==> config.mk <==
export PLATFORM = sky130hd
export DESIGN_NAME = lvds_frame_align_flat
export DESIGN_NICKNAME = d
export VERILOG_FILES = /design/src/rtl/lvds_frame_align_pkg.sv /design/src/rtl/lvds_frame_align_if.sv /design/src/rtl/lvds_frame_align_match_run_counter.sv /design/src/rtl/lvds_frame_align.sv /design/src/flat_wrapper.sv
export SDC_FILE = /design/constraint.sdc
export NUM_CORES = 1
export LEC_CHECK = 0
export ABC_CLOCK_PERIOD_IN_PS = 7600
export BUFFER_PORTS_ARGS = -buffer_cell sky130_fd_sc_hd__buf_4
export CORE_UTILIZATION = 40
export DETAILED_ROUTE_END_ITERATION = 10
export PLACE_DENSITY_LB_ADDON = 0.1
export SETUP_SLACK_MARGIN = 0.4
export SLEW_MARGIN = 20
export SYNTH_ARGS = -nofsm -noshare
export SYNTH_HDL_FRONTEND = slang
export SYNTH_HIERARCHICAL = 1
export SYNTH_SLANG_ARGS = --single-unit
==> constraint.sdc <==
create_clock -name clk_div -period 7.6 [get_ports clk_div]
set_clock_uncertainty 0.2 [all_clocks]
set_input_delay 0.38 -clock clk_div [delete_from_list [all_inputs] [get_ports clk_div]]
set_output_delay 0.38 -clock clk_div [all_outputs]
set_load 0.02 [all_outputs]
==> src/rtl/lvds_frame_align_pkg.sv <==
// Shared definitions for the LVDS frame-lane bitslip training controller:
// FSM state encoding, default frame patterns and a saturating-increment helper.
package lvds_align_pkg;

    typedef enum logic [2:0] {
        ST_IDLE   = 3'd0,
        ST_SETTLE = 3'd1,
        ST_CHECK  = 3'd2,
        ST_SLIP   = 3'd3,
        ST_LOCKED = 3'd4,
        ST_FAIL   = 3'd5
    } align_state_e;

    // Frame-clock lane word as seen by a correctly aligned deserializer
    localparam logic [7:0] FRAME_PATTERN_1LANE = 8'hF0;
    localparam logic [7:0] FRAME_PATTERN_2LANE = 8'hCC;

    function automatic logic [7:0] sat_inc8(input logic [7:0] v);
        return (v == 8'hFF) ? v : v + 8'd1;
    endfunction

endpackage

==> src/rtl/lvds_frame_align_if.sv <==
// Handshake/status bundle between the lane PHY side and the alignment controller.
interface lvds_frame_align_if;
    logic       start;
    logic [7:0] din;
    logic       bitslip;
    logic       busy;
    logic       locked;
    logic       fail;
    logic [2:0] slip_count;
    logic [7:0] relock_count;

    modport master (
        output start, din,
        input  bitslip, busy, locked, fail, slip_count, relock_count
    );

    modport slave (
        input  start, din,
        output bitslip, busy, locked, fail, slip_count, relock_count
    );
endinterface

==> src/rtl/lvds_frame_align_match_run_counter.sv <==
// Consecutive-event counter: counts inc cycles, saturates at TERM, and flags the
// increment that reaches TERM. A cycle without inc (or with clr) restarts the run.
module match_run_counter #(
    parameter int unsigned TERM = 16
) (
    input  logic clk_i,
    input  logic reset_i,
    input  logic clr_i,
    input  logic inc_i,
    output logic hit_o
);
    localparam logic [7:0] TERM_W  = 8'(TERM);
    localparam logic [7:0] TERM_M1 = 8'(TERM - 1);

    logic [7:0] cnt_q;
    logic [7:0] cnt_d;

    // Next run length
    always_comb begin
        cnt_d = cnt_q;
        if (clr_i) begin
            cnt_d = 8'd0;
        end else if (inc_i && (cnt_q != TERM_W)) begin
            cnt_d = cnt_q + 8'd1;
        end else begin
            cnt_d = cnt_q;
        end
    end

    assign hit_o = inc_i && !clr_i && (cnt_q >= TERM_M1);

    // Run length register
    always_ff @(posedge clk_i) begin
        if (reset_i) begin
            cnt_q <= 8'd0;
        end else begin
            cnt_q <= cnt_d;
        end
    end
endmodule

==> src/rtl/lvds_frame_align.sv <==
// Bitslip training controller for one 8-bit LVDS lane: slips the PHY until the
// word matches PATTERN for MATCH_N cycles, then monitors and retrains on loss.
module lvds_frame_align
    import lvds_align_pkg::*;
#(
    parameter logic [7:0]  PATTERN = FRAME_PATTERN_1LANE,
    parameter int unsigned SETTLE  = 4,
    parameter int unsigned MATCH_N = 16,
    parameter int unsigned LOSS_N  = 4
) (
    input  logic               clk_div,
    input  logic               reset,
    lvds_frame_align_if.slave  bus
);
    localparam logic [3:0] SETTLE_M1 = 4'(SETTLE - 1);

    align_state_e state_q, state_d;
    logic [3:0]   settle_q, settle_d;
    logic [2:0]   try_q, try_d;
    logic [2:0]   slip_cnt_q, slip_cnt_d;
    logic [7:0]   relock_q, relock_d;
    logic         bitslip_q, busy_q, locked_q, fail_q;

    logic is_match_s;
    logic match_inc_s, loss_inc_s;
    logic match_hit_s, loss_hit_s;
    logic start_ok_s;

    assign is_match_s  = (bus.din == PATTERN);
    assign match_inc_s = (state_q == ST_CHECK) && is_match_s;
    assign loss_inc_s  = (state_q == ST_LOCKED) && !is_match_s;
    assign start_ok_s  = bus.start && ((state_q == ST_IDLE) || (state_q == ST_LOCKED) ||
                                       (state_q == ST_FAIL));

    match_run_counter #(.TERM(MATCH_N)) u_match_run (
        .clk_i   (clk_div),
        .reset_i (reset),
        .clr_i   (!match_inc_s),
        .inc_i   (match_inc_s),
        .hit_o   (match_hit_s)
    );

    match_run_counter #(.TERM(LOSS_N)) u_loss_run (
        .clk_i   (clk_div),
        .reset_i (reset),
        .clr_i   (!loss_inc_s),
        .inc_i   (loss_inc_s),
        .hit_o   (loss_hit_s)
    );

    // Training FSM next state; a start in a resting state overrides everything,
    // including a simultaneous loss of lock
    always_comb begin
        state_d    = state_q;
        settle_d   = settle_q;
        try_d      = try_q;
        slip_cnt_d = slip_cnt_q;
        relock_d   = relock_q;
        if (start_ok_s) begin
            state_d    = ST_SETTLE;
            settle_d   = SETTLE_M1;
            try_d      = 3'd0;
            slip_cnt_d = 3'd0;
        end else begin
            case (state_q)
                ST_SETTLE: begin
                    if (settle_q == 4'd0) begin
                        state_d = ST_CHECK;
                    end else begin
                        settle_d = settle_q - 4'd1;
                    end
                end
                ST_CHECK: begin
                    if (match_hit_s) begin
                        state_d = ST_LOCKED;
                    end else if (!is_match_s) begin
                        state_d = (try_q != 3'd7) ? ST_SLIP : ST_FAIL;
                    end else begin
                        state_d = ST_CHECK;
                    end
                end
                ST_SLIP: begin
                    state_d    = ST_SETTLE;
                    settle_d   = SETTLE_M1;
                    try_d      = try_q + 3'd1;
                    slip_cnt_d = slip_cnt_q + 3'd1;
                end
                ST_LOCKED: begin
                    if (loss_hit_s) begin
                        state_d  = ST_SETTLE;
                        settle_d = SETTLE_M1;
                        try_d    = 3'd0;
                        relock_d = sat_inc8(relock_q);
                    end else begin
                        state_d = ST_LOCKED;
                    end
                end
                default: begin
                    state_d = state_q;
                end
            endcase
        end
    end

    // State, counters and outputs, all derived from the next state so they are registered
    always_ff @(posedge clk_div) begin
        if (reset) begin
            state_q    <= ST_IDLE;
            settle_q   <= 4'd0;
            try_q      <= 3'd0;
            slip_cnt_q <= 3'd0;
            relock_q   <= 8'd0;
            bitslip_q  <= 1'b0;
            busy_q     <= 1'b0;
            locked_q   <= 1'b0;
            fail_q     <= 1'b0;
        end else begin
            state_q    <= state_d;
            settle_q   <= settle_d;
            try_q      <= try_d;
            slip_cnt_q <= slip_cnt_d;
            relock_q   <= relock_d;
            bitslip_q  <= (state_d == ST_SLIP);
            busy_q     <= (state_d == ST_SETTLE) || (state_d == ST_CHECK) || (state_d == ST_SLIP);
            locked_q   <= (state_d == ST_LOCKED);
            fail_q     <= (state_d == ST_FAIL);
        end
    end

    assign bus.bitslip      = bitslip_q;
    assign bus.busy         = busy_q;
    assign bus.locked       = locked_q;
    assign bus.fail         = fail_q;
    assign bus.slip_count   = slip_cnt_q;
    assign bus.relock_count = relock_q;
endmodule

==> src/flat_wrapper.sv <==
// flat-port wrapper written by rule: the top's interface ports become plain ports
module lvds_frame_align_flat import lvds_align_pkg::*;
#(
    parameter logic [7:0]  PATTERN = FRAME_PATTERN_1LANE,
    parameter int unsigned SETTLE  = 4,
    parameter int unsigned MATCH_N = 16,
    parameter int unsigned LOSS_N  = 4
)
  (clk_div, reset, bus_start, bus_din, bus_bitslip, bus_busy, bus_locked, bus_fail, bus_slip_count, bus_relock_count);
  lvds_frame_align_if bus_i ();
  input  logic clk_div;
  input  logic reset;
  input wire logic [$bits(bus_i.start)-1:0] bus_start;
  input wire logic [$bits(bus_i.din)-1:0] bus_din;
  output wire logic [$bits(bus_i.bitslip)-1:0] bus_bitslip;
  output wire logic [$bits(bus_i.busy)-1:0] bus_busy;
  output wire logic [$bits(bus_i.locked)-1:0] bus_locked;
  output wire logic [$bits(bus_i.fail)-1:0] bus_fail;
  output wire logic [$bits(bus_i.slip_count)-1:0] bus_slip_count;
  output wire logic [$bits(bus_i.relock_count)-1:0] bus_relock_count;
  assign bus_i.start = bus_start;
  assign bus_i.din = bus_din;
  assign bus_bitslip = bus_i.bitslip;
  assign bus_busy = bus_i.busy;
  assign bus_locked = bus_i.locked;
  assign bus_fail = bus_i.fail;
  assign bus_slip_count = bus_i.slip_count;
  assign bus_relock_count = bus_i.relock_count;
  lvds_frame_align #(.PATTERN(PATTERN), .SETTLE(SETTLE), .MATCH_N(MATCH_N), .LOSS_N(LOSS_N)) u_core (.clk_div(clk_div), .reset(reset), .bus(bus_i));
endmodule
==> run_summary.xml, run 1 <==
<?xml version="1.0" encoding="UTF-8"?>
<metrics>
  <group name="status">
    <metric name="run_status" unit="">finished clean</metric>
  </group>
  <group name="timing">
    <metric name="fin_crit_sh" unit="">0.389</metric>
    <metric name="final.min_clock_period" unit="ns">2.95</metric>
    <metric name="final_hold_viol_count" unit="">0</metric>
    <metric name="timing_worst_slew_pin_value" unit="ns">0.489</metric>
    <metric name="slew_headroom" unit="">0.669</metric>
    <metric name="timing.setup.tns" unit="ns">0</metric>
    <metric name="unrepaired_setup_endpoints_after_global_routing" unit="">no</metric>
    <metric name="slew_violations" unit="">0</metric>
    <metric name="setup_viol" unit="">0</metric>
    <metric name="achievable-frequency" unit="GHz">0.338</metric>
  </group>
  <group name="clocking">
    <metric name="post_cts_hold_buffer_count" unit="">0</metric>
    <metric name="cts.sink_count" unit="">41</metric>
    <metric name="clkLatencyLatePin" unit="ns">0.30</metric>
    <metric name="clock_tree_from_tritoncts" unit="">done</metric>
    <metric name="clockRootBuffer" unit="">clkbuf_8</metric>
    <metric name="cts_setup_buffers" unit="">0</metric>
    <metric name="clk_pin_slew" unit="ns">0.09</metric>
    <metric name="buffer_levels_on_the_longest_clock_path" unit="">2</metric>
    <metric name="post_cts_resize_count" unit="">0</metric>
    <metric name="cts-htree-levels" unit="">2</metric>
    <metric name="tritoncts.num_buffers" unit="">5</metric>
  </group>
  <group name="floorplanning">
    <metric name="floorplan.rows" unit="">26</metric>
    <metric name="starting_utilization_of_the_core_area" unit="">0.414</metric>
    <metric name="die_y" unit="um">74.5</metric>
    <metric name="die-area" unit="um2">5550</metric>
    <metric name="floorplan.core_area" unit="um2">5070</metric>
    <metric name="die_width" unit="um">74.5</metric>
    <metric name="num_io_pins" unit="">26</metric>
  </group>
  <group name="synthesis">
    <metric name="number_of_enable_flip_flop_cells_after_synthesis" unit="">0</metric>
    <metric name="post_synthesis_average_cell_area" unit="um2">8.69</metric>
    <metric name="synth-adder-area-share" unit="">0.0595</metric>
    <metric name="synth-warning-count" unit="">6</metric>
    <metric name="post-synth-top-area-cell" unit="">dfxtp_1</metric>
    <metric name="post_synth_and_or_nand_nor_area_fraction" unit="">0.283</metric>
    <metric name="synth_sequential_area_ratio" unit="">0.390</metric>
    <metric name="netlist_top_cells_count" unit="">dfxtp_1 (41), nor2_1 (25), nand2_1 (22)</metric>
    <metric name="synth_top_area_share" unit="">0.390</metric>
    <metric name="synthFlopType" unit="">dfxtp_1</metric>
    <metric name="synth_net_count" unit="">263</metric>
    <metric name="async_set_reset_flop_share_out_of_synthesis" unit="">0</metric>
    <metric name="synth_compound_gate_area_share" unit="">0.146</metric>
    <metric name="xor_and_xnor_fraction_of_the_mapped_netlist_area" unit="">0.0542</metric>
    <metric name="post-synth-top-count-cell" unit="">dfxtp_1</metric>
    <metric name="ys_top_cells_by_area" unit="">dfxtp_1 (39%), ha_1 (6.0%), xor2_1 (4.6%)</metric>
    <metric name="ys_ff_latch" unit="">41</metric>
    <metric name="dominant_combinational_cell_family_by_area_after_synthesis" unit="">simple AND/OR/NAND/NOR gates</metric>
    <metric name="netlist_area" unit="um2">2100</metric>
    <metric name="synth_cell_type_count" unit="">50</metric>
    <metric name="synth_mux_area_frac" unit="">0.0238</metric>
    <metric name="synth_cells" unit="">242</metric>
  </group>
  <group name="worst_setup_path">
    <metric name="critical_path.startpoint" unit="">u_core/state_q[2]$_SDFF_PP0_</metric>
    <metric name="crit_path_cell_trace" unit="">nor3b_1 -&gt; nand2_1 -&gt; inv_1 -&gt; nor3b_1 -&gt; nand4bb_4 -&gt; a211oi_4 -&gt; nand4_1 -&gt; xor2_1 -&gt; nor2_1</metric>
    <metric name="cp.arrival" unit="ns">2.94</metric>
    <metric name="worst_path_most_repeated_cell" unit="">nor3b_1</metric>
    <metric name="rrSetupSlack" unit="ns">4.65</metric>
    <metric name="r2r_end" unit="">u_core/bus.relock_count[4]$_SDFFE_PP0P_</metric>
    <metric name="startpoint_type" unit="">flop</metric>
    <metric name="timing.setup.critical_path_class" unit="">reg2reg</metric>
    <metric name="slowest_delay" unit="ns">0.51</metric>
    <metric name="critical_path_peak_fanout" unit="">9</metric>
    <metric name="worstReg2RegStart" unit="">u_core/state_q[2]$_SDFF_PP0_</metric>
    <metric name="crit_buf_inv" unit="">1</metric>
    <metric name="worst_setup_path_end_kind" unit="">flop</metric>
    <metric name="cp_data_required_time" unit="ns">7.59</metric>
    <metric name="reg2regPathDepth" unit="">9</metric>
    <metric name="largest_delay_share_family_worst_path" unit="">simple AND/OR/NAND/NOR gates</metric>
    <metric name="critPathSlowestCell" unit="">dfxtp_1</metric>
  </group>
  <group name="global_route">
    <metric name="grt_overflow_total" unit="">0</metric>
    <metric name="number_of_antenna_violations_at_the_first_check_in_global_routing" unit="">0</metric>
    <metric name="grt_pass1_wl" unit="um">6710</metric>
    <metric name="grtUsageTotal" unit="">0.157</metric>
    <metric name="grt_start_max_net_pins" unit="">20</metric>
    <metric name="first_global_vias" unit="">1478</metric>
  </group>
  <group name="placed_design">
    <metric name="count_of_port_buffers_added_during_placement" unit="">25</metric>
    <metric name="finalWeightedCongestion" unit="">0.758</metric>
    <metric name="detailed_placement_hpwl" unit="um">2940</metric>
  </group>
  <group name="route">
    <metric name="route.antenna.remaining_nets" unit="">0</metric>
    <metric name="number_of_drc_violations_after_detailed_routing_iteration_0" unit="">103</metric>
    <metric name="drt_first_pass_iters" unit="">4</metric>
    <metric name="detail_route.vias_per_cell" unit="">5.09</metric>
    <metric name="wire_per_inst" unit="um">12.0</metric>
    <metric name="num_vias" unit="">1715</metric>
    <metric name="drcViolationCount" unit="">0</metric>
    <metric name="totalWireLength" unit="um">4060</metric>
  </group>
  <group name="pwr">
    <metric name="power-per-cell-area" unit="nW/um2">203</metric>
    <metric name="peakVddDrop" unit="uV">97.8</metric>
    <metric name="power.leakage" unit="nW">0.908</metric>
  </group>
  <group name="final_layout">
    <metric name="insertedDiodeCount" unit="">0</metric>
    <metric name="finish.net_count" unit="">287</metric>
    <metric name="finish.utilization" unit="">0.480</metric>
    <metric name="layout-drive-gt1-share" unit="">0.165</metric>
    <metric name="flow.area_growth_from_synthesis" unit="%">15.8</metric>
  </group>
  <group name="min_path">
    <metric name="hold_path.class" unit="">in2reg</metric>
    <metric name="holdCritStartpoint" unit="">reset</metric>
    <metric name="worst_hold_path.endpoint" unit="">u_core/settle_q[1]$_SDFFE_PP0P_</metric>
    <metric name="hold_path_depth" unit="">2</metric>
  </group>
  <group name="run">
    <metric name="max_cap_check_violation_count" unit="">0</metric>
  </group>
</metrics>
==> where the power goes <==
| group | internal [mW] | total, mW | leakage [nW] | switching, mW |
|---|---|---|---|---|
| Combinational | 0.0441 | 0.102 | 0.525 | 0.0575 |
| Sequential | 0.228 | 0.241 | 0.332 | 0.0134 |
| Clock | 0.0736 | 0.151 | 0.0512 | 0.0769 |
==> worst register-to-register path, delay by kind of cell, from the launching register on <==
| kind | cells | cell delay [ns] |
|---|---|---|
| and+or+nand+nor | 6 | 1.35 |
| DFF | 1 | 0.51 |
| AOI/OAI and AO/OA | 1 | 0.43 |
| buffers and inverters | 1 | 0.18 |
| xor gates and xnor gates | 1 | 0.16 |
==> final cells by class <==
class                   count  area [um2]
inverters                  13        48.8
multi-input cells         180        1190
clock buffers               6        82.6
clock inverters             2        13.8
flip-flops and latches     41         821
repair buffers             25         188
fillers                   514        2640
well taps                  70        87.6
==> per-layer routing <==
metal,global-route usage,vias up,share of wire
li1,-,904,-
met2,0.233,22,0.43
met4,0.0692,0,0.013
met3,0.0325,5,0.028
met5,0,-,0
met1,0.220,784,0.53
==> flip-flops by register name (all words and copies together) (netlist names) <==
signal,flops
u_core/bus.relock_count,8
u_core/u_loss_run/cnt_q,8
u_core/u_match_run/cnt_q,8
u_core/settle_q,4
u_core/bus.slip_count,3
u_core/state_q,3
u_core/try_q,3
u_core/bus.bitslip,1
u_core/bus.busy,1
u_core/bus.fail,1
u_core/bus.locked,1
==> placed cells by master (no fill, tap or decap), types with 7 or more instances in the layout <==
master / instances
nand4_1: 12
nor2_1: 25
nand2_1: 22
nor3_1: 7
xor2_1: 11
inv_1: 13
ha_1: 10
or3_1: 7
nand3_1: 7
buf_4: 25
a21oi_1: 15
dfxtp_1: 41
==> cell families after synthesis <==
logic type / count (synthesis)
AOI/OAI and AO/OA: 43
xor gates and xnor gates: 13
adders and majority gates: 10
buffers and inverters: 21
DFF: 41
muxes: 5
and+or+nand+nor: 109
==> worst max path at each step <==
stage                                                    to  slack, ns  depth (start not counted)
floorplan                        u_core/bus.fail$_SDFF_PP0_       4.93                          8
global placement                 u_core/bus.fail$_SDFF_PP0_       4.54                          9
detailed placement               u_core/bus.fail$_SDFF_PP0_       4.58                          9
CTS                 u_core/bus.relock_count[4]$_SDFFE_PP0P_       4.64                          9
global route        u_core/bus.relock_count[4]$_SDFFE_PP0P_       4.40                          9
finish              u_core/bus.relock_count[4]$_SDFFE_PP0P_       4.65                          9
==> metrics by stage <==
| stage | std cells | hold slack [ns] | setup slack (ns) | area [um2] | total power, mW |
|---|---|---|---|---|---|
| 3_3_place_gp | 329 | 0.275 | 4.54 | 2340 | 0.349 |
| 6_report | 337 | 0.205 | 4.65 | 2430 | 0.493 |
| 2_1_floorplan | 242 | 0.249 | 4.93 | 2100 | 0.320 |
| 4_1_cts | 337 | 0.202 | 4.64 | 2430 | 0.502 |
| 5_1_grt | 337 | 0.204 | 4.40 | 2430 | 0.523 |
| 3_5_place_dp | 329 | 0.279 | 4.58 | 2340 | 0.347 |
No activity file was read; power rests on OpenSTA's default activity.
==> run 2, diff against run 1 <==
--- a/config.mk
+++ b/config.mk
@@ -5,7 +5,7 @@
 export SDC_FILE = /design/constraint.sdc
 export NUM_CORES = 1
 export LEC_CHECK = 0
-export ABC_CLOCK_PERIOD_IN_PS = 7600
+export ABC_CLOCK_PERIOD_IN_PS = 2700
 export BUFFER_PORTS_ARGS = -buffer_cell sky130_fd_sc_hd__buf_4
 export CORE_UTILIZATION = 40
 export DETAILED_ROUTE_END_ITERATION = 10
==> constraint.sdc (replaced) <==
create_clock -name clk_div -period 2.7 [get_ports clk_div]
set_clock_uncertainty 0.2 [all_clocks]
set_input_delay 0.135 -clock clk_div [delete_from_list [all_inputs] [get_ports clk_div]]
set_output_delay 0.135 -clock clk_div [all_outputs]
set_load 0.02 [all_outputs]
==> run 2 against run 1 <==
  * Global-route usage grew 2.1 points
  * Via count rose by 5.9%
  * Worst hold slack lost 0.15 ns
  * Flip-flop and latch count is the same
  * Highest routed layer unchanged
==> run_summary.xml, run 2 (synthesis results as in run 1) <==
<?xml version="1.0" encoding="UTF-8"?>
<metrics>
  <group name="worst_setup_path">
    <metric name="crit_buf_inv" unit="">3</metric>
    <metric name="largest_delay_share_family_worst_path" unit="">simple AND/OR/NAND/NOR gates</metric>
    <metric name="critical_path_peak_fanout" unit="">4</metric>
    <metric name="reg2regPathDepth" unit="">9</metric>
    <metric name="worst_setup_path_end_kind" unit="">flop</metric>
    <metric name="cp.arrival" unit="ns">2.38</metric>
    <metric name="cp_data_required_time" unit="ns">2.69</metric>
    <metric name="timing.setup.critical_path_class" unit="">reg2reg</metric>
    <metric name="r2r_end" unit="">u_core/bus.busy$_SDFF_PP0_</metric>
    <metric name="worstReg2RegStart" unit="">u_core/state_q[0]$_SDFF_PP0_</metric>
    <metric name="rrSetupSlack" unit="ns">0.31</metric>
    <metric name="slowest_delay" unit="ns">0.40</metric>
    <metric name="startpoint_type" unit="">flop</metric>
    <metric name="critPathSlowestCell" unit="">or3b_4</metric>
    <metric name="crit_path_cell_trace" unit="">or3b_4 -&gt; or3_4 -&gt; inv_4 -&gt; inv_2 -&gt; a211oi_4 -&gt; nor2_2 -&gt; a221oi_4 -&gt; buf_4 -&gt; a221oi_2</metric>
  </group>
  <group name="final_layout">
    <metric name="mostFrequentLayoutCell" unit="">buf_4</metric>
    <metric name="finish.net_count" unit="">310</metric>
    <metric name="most-common-layout-cells" unit="">buf_4 (45), dfxtp_1 (35), nor2_1 (25)</metric>
    <metric name="layout-drive-gt1-share" unit="">0.310</metric>
    <metric name="flow.area_growth_from_synthesis" unit="%">30.7</metric>
    <metric name="insertedDiodeCount" unit="">0</metric>
    <metric name="n_fill_cell" unit="">502</metric>
  </group>
  <group name="clocking">
    <metric name="clkLatencyLatePin" unit="ns">0.30</metric>
    <metric name="clk_pin_slew" unit="ns">0.09</metric>
    <metric name="cts.sink_count" unit="">41</metric>
    <metric name="buffer_levels_on_the_longest_clock_path" unit="">2</metric>
    <metric name="tritoncts.num_buffers" unit="">5</metric>
    <metric name="clockRootBuffer" unit="">clkbuf_8</metric>
    <metric name="cts-htree-levels" unit="">2</metric>
    <metric name="clock_tree_from_tritoncts" unit="">done</metric>
  </group>
  <group name="pwr">
    <metric name="pwr-share-clk" unit="">0.267</metric>
    <metric name="peakVddDrop" unit="uV">282</metric>
    <metric name="power.share.combinational" unit="">0.296</metric>
    <metric name="pwr-share-seq" unit="">0.437</metric>
    <metric name="net-switching-power" unit="mW">0.485</metric>
    <metric name="power-per-cell-area" unit="nW/um2">560</metric>
    <metric name="power.leakage" unit="nW">1.05</metric>
    <metric name="cell_internal_pwr" unit="mW">1.05</metric>
    <metric name="power_switching_share" unit="">0.316</metric>
  </group>
  <group name="floorplanning">
    <metric name="floorplan.rows" unit="">26</metric>
    <metric name="die-area" unit="um2">5550</metric>
    <metric name="num_io_pins" unit="">26</metric>
    <metric name="floorplan.core_area" unit="um2">5070</metric>
    <metric name="die_width" unit="um">74.5</metric>
    <metric name="starting_utilization_of_the_core_area" unit="">0.414</metric>
    <metric name="die_y" unit="um">74.5</metric>
  </group>
  <group name="route">
    <metric name="detail_route.vias_per_cell" unit="">5.05</metric>
    <metric name="num_vias" unit="">1817</metric>
    <metric name="wire_per_inst" unit="um">12.6</metric>
    <metric name="drt_first_pass_iters" unit="">4</metric>
    <metric name="totalWireLength" unit="um">4530</metric>
    <metric name="number_of_drc_violations_after_detailed_routing_iteration_0" unit="">58</metric>
    <metric name="drcViolationCount" unit="">0</metric>
    <metric name="route.antenna.remaining_nets" unit="">0</metric>
  </group>
  <group name="status">
    <metric name="run_status" unit="">finished clean</metric>
  </group>
  <group name="global_route">
    <metric name="number_of_antenna_violations_at_the_first_check_in_global_routing" unit="">0</metric>
    <metric name="grt_pass1_wl" unit="um">7560</metric>
    <metric name="grt_overflow_total" unit="">0</metric>
    <metric name="first_global_vias" unit="">1649</metric>
    <metric name="grtUsageTotal" unit="">0.178</metric>
    <metric name="grt_start_max_net_pins" unit="">20</metric>
  </group>
  <group name="timing">
    <metric name="final_hold_viol_count" unit="">0</metric>
    <metric name="final.min_clock_period" unit="ns">2.39</metric>
    <metric name="slew_headroom" unit="">0.561</metric>
    <metric name="fin_ws" unit="ns">0.311</metric>
    <metric name="timing.setup.tns" unit="ns">0</metric>
    <metric name="timing_worst_slew_pin_value" unit="ns">0.649</metric>
    <metric name="fin_crit_sh" unit="">0.885</metric>
    <metric name="slew_violations" unit="">0</metric>
    <metric name="unrepaired_setup_endpoints_after_global_routing" unit="">yes</metric>
    <metric name="setup_viol" unit="">0</metric>
    <metric name="achievable-frequency" unit="GHz">0.419</metric>
  </group>
  <group name="placed_design">
    <metric name="count_of_port_buffers_added_during_placement" unit="">25</metric>
    <metric name="dp_worst_setup_slack" unit="ns">0.184</metric>
    <metric name="finalWeightedCongestion" unit="">0.753</metric>
    <metric name="detailed_placement_hpwl" unit="um">2930</metric>
  </group>
  <group name="min_path">
    <metric name="holdCritStartpoint" unit="">bus_start</metric>
    <metric name="hold_path.class" unit="">in2reg</metric>
    <metric name="hold_path_depth" unit="">5</metric>
    <metric name="worst_hold_path.endpoint" unit="">u_core/bus.relock_count[2]$_SDFFE_PP0P_</metric>
  </group>
  <group name="run">
    <metric name="max_cap_check_violation_count" unit="">0</metric>
  </group>
</metrics>
run 2: cell types whose count changed in the layout (fill, tap and decap cells not counted), sizes merged:
cell | previous run | this run
buf | 25 | 47
clkbuf | 6 | 5
clkinv | 2 | 3
dlygate4sd3 | 0 | 1
run 2: how the worst max path moves through the flow:
stage | slack [ns] | start | end | cells past startpoint
6_report | 0.31 | u_core/state_q[0]$_SDFF_PP0_ | u_core/bus.busy$_SDFF_PP0_ | 9
5_1_grt | 0.20 | u_core/state_q[0]$_SDFF_PP0_ | u_core/bus.fail$_SDFF_PP0_ | 10
4_1_cts | 0.31 | u_core/state_q[0]$_SDFF_PP0_ | u_core/bus.busy$_SDFF_PP0_ | 9
3_5_place_dp | 0.18 | u_core/state_q[1]$_SDFF_PP0_ | u_core/bus.fail$_SDFF_PP0_ | 8
3_3_place_gp | 0.16 | u_core/state_q[1]$_SDFF_PP0_ | u_core/bus.fail$_SDFF_PP0_ | 8
2_1_floorplan | 0.38 | u_core/state_q[1]$_SDFF_PP0_ | u_core/bus.fail$_SDFF_PP0_ | 9
run 2: metal layers:
layer | routed length (um) | up-vias | share of wire | track usage
met5 | 0 | - | 0 | 0
met4 | 72 | 0 | 0.016 | 0.0524
met3 | 205 | 11 | 0.045 | 0.0664
met2 | 2050 | 32 | 0.45 | 0.279
met1 | 2210 | 824 | 0.49 | 0.229
li1 | - | 950 | - | -
run 2: through the flow:
| stage | hold WS (ns) | cell area, um2 | instances | power (mW) | util |
|---|---|---|---|---|---|
| after floorplan | 0.00407 | 2150 | 242 | 0.916 | - |
| after global routing | 0.0599 | 2750 | 360 | 1.64 | 0.541 |
| after detailed placement | 0.267 | 2390 | 331 | 0.994 | 0.471 |
| after global placement | 0.266 | 2390 | 331 | 0.997 | 0.471 |
| after CTS | 0.0300 | 2670 | 356 | 1.52 | 0.526 |
| final | 0.0569 | 2750 | 360 | 1.54 | 0.541 |
run 2: what timing repair did:
action | in CTS | in global routing
endpoints found under the hold margin | 13 | 0
hold buffers | 1 | 0
setup endpoints to repair | 14 | 21
setup buffers | 16 | 4
pin swaps | 10 | 8
resized for setup | 16 | 8
run 2: area by class of cell:
cell class                 instances  area (um2)  share of cell area
timing repair buffer              48         370               0.135
tap                               70        87.6              0.0319
clock inverter                     3        22.5             0.00820
multi-input combinational        180        1310               0.476
sequential                        41         836               0.304
inverter                          13        53.8              0.0196
clock buffer                       5        68.8              0.0251
run 2: worst register-to-register path, cell delays in order (launching register included):
cell,delay [ns]
dfxtp_4,0.37
or3b_4,0.40
or3_4,0.38
inv_4,0.07
inv_2,0.04
a211oi_4,0.18
nor2_2,0.12
a221oi_4,0.30
buf_4,0.16
a221oi_2,0.05
run 2: power groups by stage:
stage	combinational [mW]	sequential [mW]	clock, mW
5_1_grt	0.495	0.679	0.470
3_5_place_dp	0.300	0.694	0
4_1_cts	0.411	0.672	0.436
2_1_floorplan	0.216	0.700	0
6_report	0.455	0.673	0.410
3_3_place_gp	0.302	0.695	0
